`src/rtl/ps2_host_tx.sv`:
```
// Host-to-device PS/2 transmitter: inhibit, request-to-send, 8 data bits, odd parity, stop,
// then samples the device ACK. Drives the shared open-drain pads through active-high OE outputs.
module ps2_host_tx #(
  parameter int unsigned INHIBIT_CYCLES = 5000,
  parameter int unsigned TIMEOUT_CYCLES = 1000000
) (
  input  logic       clock,
  input  logic       reset,
  input  logic [7:0] tx_data,
  input  logic       tx_start,
  input  logic       ps2_clock_in,
  input  logic       ps2_data_in,
  output logic       ps2_clock_oe,
  output logic       ps2_data_oe,
  output logic       tx_busy,
  output logic       tx_done,
  output logic       tx_error
);

  localparam int unsigned IW = $clog2(INHIBIT_CYCLES + 1);
  localparam int unsigned TW = $clog2(TIMEOUT_CYCLES + 1);
  localparam logic [IW-1:0] INH_MAX  = IW'(INHIBIT_CYCLES);
  localparam logic [IW-1:0] INH_LAST = IW'(INHIBIT_CYCLES - 1);
  localparam logic [IW-1:0] INH_PRE  = IW'(INHIBIT_CYCLES - 2);
  localparam logic [TW-1:0] T_MAX    = TW'(TIMEOUT_CYCLES);

  typedef enum logic [2:0] {StIdle, StInhibit, StRts, StAck, StFinish} state_e;

  state_e        state;
  logic [1:0]    clk_sync;
  logic [1:0]    dat_sync;
  logic          clk_prev;
  logic          fall;
  logic          timeout;
  logic [7:0]    data_q;
  logic          par_q;
  logic [3:0]    n_q;
  logic [IW-1:0] inh_cnt;
  logic [TW-1:0] t_cnt;

  // Synchronisers reset to the idle-high line level so reset release never looks like a fall.
  always_ff @(posedge clock or posedge reset) begin
    if (reset) begin
      clk_sync <= 2'b11;
      dat_sync <= 2'b11;
      clk_prev <= 1'b1;
    end else begin
      clk_sync <= {clk_sync[0], ps2_clock_in};
      dat_sync <= {dat_sync[0], ps2_data_in};
      clk_prev <= clk_sync[1];
    end
  end

  assign fall    = clk_prev & ~clk_sync[1];
  assign timeout = (t_cnt == T_MAX);

  always_ff @(posedge clock or posedge reset) begin
    if (reset) begin
      state        <= StIdle;
      data_q       <= 8'h00;
      par_q        <= 1'b0;
      n_q          <= 4'd0;
      inh_cnt      <= '0;
      t_cnt        <= '0;
      ps2_clock_oe <= 1'b0;
      ps2_data_oe  <= 1'b0;
      tx_busy      <= 1'b0;
      tx_done      <= 1'b0;
      tx_error     <= 1'b0;
    end else begin
      tx_done  <= 1'b0;
      tx_error <= 1'b0;
      case (state)
        StIdle: begin
          if (tx_start) begin
            data_q       <= tx_data;
            par_q        <= ~^tx_data;
            n_q          <= 4'd0;
            t_cnt        <= '0;
            inh_cnt      <= '0;
            tx_busy      <= 1'b1;
            ps2_clock_oe <= 1'b1;
            ps2_data_oe  <= (INHIBIT_CYCLES <= 1);
            state        <= StInhibit;
          end
        end
        StInhibit: begin
          if (inh_cnt != INH_MAX) inh_cnt <= inh_cnt + IW'(1);
          // Start bit goes low during the final inhibit cycle.
          if (inh_cnt == INH_PRE) ps2_data_oe <= 1'b1;
          if (inh_cnt == INH_LAST) begin
            ps2_clock_oe <= 1'b0;
            ps2_data_oe  <= 1'b1;
            state        <= StRts;
          end
        end
        StRts: begin
          if (fall) begin
            t_cnt <= '0;
            n_q   <= n_q + 4'd1;
            case (n_q)
              4'd8:    ps2_data_oe <= ~par_q;
              4'd9: begin
                ps2_data_oe <= 1'b0;
                state       <= StAck;
              end
              default: ps2_data_oe <= ~data_q[n_q[2:0]];
            endcase
          end else if (timeout) begin
            ps2_clock_oe <= 1'b0;
            ps2_data_oe  <= 1'b0;
            tx_done      <= 1'b1;
            tx_error     <= 1'b1;
            state        <= StFinish;
          end else begin
            t_cnt <= t_cnt + TW'(1);
          end
        end
        StAck: begin
          if (fall) begin
            t_cnt    <= '0;
            n_q      <= n_q + 4'd1;
            tx_done  <= 1'b1;
            tx_error <= dat_sync[1];
            state    <= StFinish;
          end else if (timeout) begin
            ps2_clock_oe <= 1'b0;
            ps2_data_oe  <= 1'b0;
            tx_done      <= 1'b1;
            tx_error     <= 1'b1;
            state        <= StFinish;
          end else begin
            t_cnt <= t_cnt + TW'(1);
          end
        end
        StFinish: begin
          tx_busy <= 1'b0;
          state   <= StIdle;
        end
        default: begin
          ps2_clock_oe <= 1'b0;
          ps2_data_oe  <= 1'b0;
          tx_busy      <= 1'b0;
          state        <= StIdle;
        end
      endcase
    end
  end

endmodule

```
`config.mk`:
```
export PLATFORM = sky130hd
export DESIGN_NAME = ps2_host_tx
export DESIGN_NICKNAME = d
export VERILOG_FILES = /design/src/rtl/ps2_host_tx.sv
export SDC_FILE = /design/constraint.sdc
export NUM_CORES = 1
export LEC_CHECK = 0
export ABC_AREA = 1
export CORE_MARGIN = 2
export CORE_UTILIZATION = 65
export DETAILED_ROUTE_END_ITERATION = 8
export HOLD_SLACK_MARGIN = 0.03
export PLACE_DENSITY_LB_ADDON = 0.05
export SLEW_MARGIN = 20
export SYNTH_ARGS = -nofsm -noshare
export SYNTH_HDL_FRONTEND = slang
export SYNTH_SLANG_ARGS = --single-unit
```
`constraint.sdc`:
```
create_clock -name clock -period 4.5 [get_ports clock]
set_input_delay 0.9 -clock clock [delete_from_list [all_inputs] [get_ports clock]]
set_output_delay 0.9 -clock clock [all_outputs]
set_load 0.01 [all_outputs]
```
==> metrics.cfg <==
[routing]
wl_met1_um = 3530
vias = 3256
drtIter0Drc = 148
dr.pass1.iters = 5
wl_met3_um = 409
drc_errors = 0
viasPerCell = 5.57
drt-total-wl_um = 8360
dr.max_layer_used = met4
wl_per_cell_um = 14.3
postRouteAntennaNets = 0
dr_wl_met2_um = 4120

[placement]
place_hpwl_um = 6010
place_inst = 570
gp_congestion = 0.920
dpl_cell_area_um2 = 3840
io_buffers = 17

[yosys]
synthCells = 489
synth_top_area_share_pct = 37.2
ys_seq_elements = 59
synth_edf_count = 0
ys_types = 38
yosysMostFrequentCell = nand2_1
ys_top_cells_by_area = dfrtp_1, nand2_1, nand3_1
syn_nets = 510
synthArstFlopShare_pct = 100
ys_seq_area_share_pct = 40.8
yosysTopAreaCell = dfrtp_1
netlist_top_cells_count = nand2_1, nor2_1, dfrtp_1
syn_avg_cell_area_um2 = 7.44
ys.flop_type = dfrtp_1
synth_area_um2 = 3640
ys_warn_count = 0

[worst_setup_path]
cp-start-kind = primary input
path_buf_inv = 3
ff2ff_path_depth = 8
slowest_stage = clkdlybuf4s50_1
path_class = primary input to register
cp.arrival_ns = 2.48
path_cells = clkdlybuf4s50_1 -> nand3_2 -> nand2_2 -> inv_2 -> nand2_4 -> inv_4 -> nand2_1 -> o31ai_1
rr_endpoint = ps2_data_oe
r2r_slack_ns = 2.28
critical_path.max_stage_delay_ns = 0.54
cp_top_family = simple AND/OR/NAND/NOR gates
end_kind = register
critical_path.max_fanout = 18
required_ns = 4.69
timing.rr.start = clk_prev

[finish]
stdcell_area_um2 = 4030
layout.cells.non_filler = 585
final_nets = 530
area_growth_pct = 10.7
antennaDiodeCount = 0
ff_latch_area_um2 = 1480
layout-drive-gt1-share_pct = 12.5
nFillCells = 434
multi_input_area_um2 = 1900

[grt]
gr-total-overflow = 0
grt_max_degree = 50
antenna_found_initial = 0
grt_util_all_layers_pct = 29.2
grt_pass1_vias = 3135
grt_pass1_wl_um = 14000

[clocking]
cts_setup_buffers = 0
path_clk_slew_ns = 0.07
h-tree-depth = 3
numCtsBuffers = 9
clkLatencyLatePin_ns = 0.34
clockRootBuffer = clkbuf_8
cts_tree = built
cts_sinks = 59
cts_buffer_depth = 2
ctsHoldBuffers = 0
cts_resized = 0

[timing]
holdWs_ns = 0.353
worstMarginPinSlew_ns = 0.840
slew_headroom_pct = 43.9
setup_tns_ns = 0
slew_viol_final = 0
period_needed_ns = 2.29
max_freq_ghz = 0.437
setup_viol = 0
rsz0062_at_grt = false
hold_viol = 0
final.period_utilization_pct = 50.8
skew_ns = 0.00823

[power_and_ir_drop]
ir_drop_v = 0.000306
power.density_nw_per_um2 = 443
p_leak_nw = 1.81

[floorplanning]
rows = 27
die_h_um = 78.8
die_w_um = 78.8
coreArea_um2 = 5440
dieArea_um2 = 6210
num_io_pins = 18
start_util_pct = 66.9

[hold_path]
holdPathEnd = clk_sync[1]
min_from = clk_sync[0]
hold_path_depth = 0
hold_class = register to register

[status]
run_status = finished, final reports clean

[run]
cap_violations = 0

[layout by cell type (no fill, tap or decap), types with 2 or more instances in the layout]
cell type        count
clkbuf_8            12
nor2_2               2
nand3_1             53
xor2_1              14
o21ai_1             14
inv_1               29
o21ai_0              7
nand2_2              3
clkdlybuf4s50_1     17
nor2_1              56
clkinv_2             4
dfrtp_1             54
nand3_2              4
a21oi_1              6
o22ai_2              3
nand2_4              2
xnor2_1              7
nor3_1               6
ha_1                 8
o21ai_2              5
o31ai_1              3
inv_4                2
inv_2               16
dfstp_2              5
nand4_1             17
nand2_1            151
[per-stage QoR]
stage,total power [mW],utilization [%],setup slack [ns]
final,1.78,74.0,2.21
after global routing,1.90,74.0,2.09
after CTS,1.79,74.0,2.24
after detailed placement,1.34,70.7,1.90
after global placement,1.32,70.7,1.93
after floorplan,1.20,-,2.15
[sequential cells by signal, indices dropped and copies added (netlist names)]
name and cells:
tx_busy 1, clk_sync 2, inh_cnt 13, ps2_data_oe 1
n_q 4, t_cnt 20, par_q 1, clk_prev 1
dat_sync 2, tx_done 1, state 3, tx_error 1
ps2_clock_oe 1, data_q 8
[area by class of cell]
| type | instances | area share [%] |
|---|---|---|
| Multi-Input combinational cell | 372 | 47.3 |
| Sequential cell | 59 | 36.8 |
| Inverter | 49 | 4.76 |
| Timing Repair Buffer | 18 | 4.41 |
| Clock buffer | 13 | 4.20 |
| Tap cell | 72 | 2.24 |
| Clock inverter | 2 | 0.249 |
[layer usage]
metal / global-route usage [%] / up-vias
met5: 0 / -
met4: 16.3 / 0
met3: 5.34 / 26
met2: 48.7 / 100
met1: 35.8 / 1505
li1: - / 1625
[worst register-to-register path, delay by kind of cell, from the launching register on]
| family | cells | cell delay [ns] |
|---|---|---|
| DFF | 1 | 0.51 |
| and+or+nand+nor | 4 | 0.77 |
| AOI/OAI and AO/OA | 2 | 0.33 |
| buffers and inverters | 2 | 0.49 |
[how the worst max path moves through the flow]
stage,startpoint,end,slack [ns],cells past startpoint
finish,tx_start,t_cnt[12],2.21,8
global route,tx_start,t_cnt[12],2.09,8
CTS,tx_start,t_cnt[12],2.24,8
detailed placement,tx_start,t_cnt[12],1.90,8
global placement,tx_start,t_cnt[10],1.93,8
floorplan,reset,data_q[0],2.15,1
[where the power goes]
group,internal [mW],switching [mW],total [mW],leakage (nW)
Combinational,0.204,0.436,0.640,0.940
Clock,0.240,0.202,0.442,0.0953
Sequential,0.619,0.0812,0.700,0.779
[logic make-up (layout without fill, tap and decap cells)]
family	after synthesis	in the layout	synth area share [%]
simple gates	298	298	36.1
xor+xnor	21	21	5.06
flops	59	59	40.8
buf+inv	58	82	6.85
compound gates	45	45	8.47
fa+ha+maj	8	8	2.75
No activity file was read; power rests on OpenSTA's default activity.
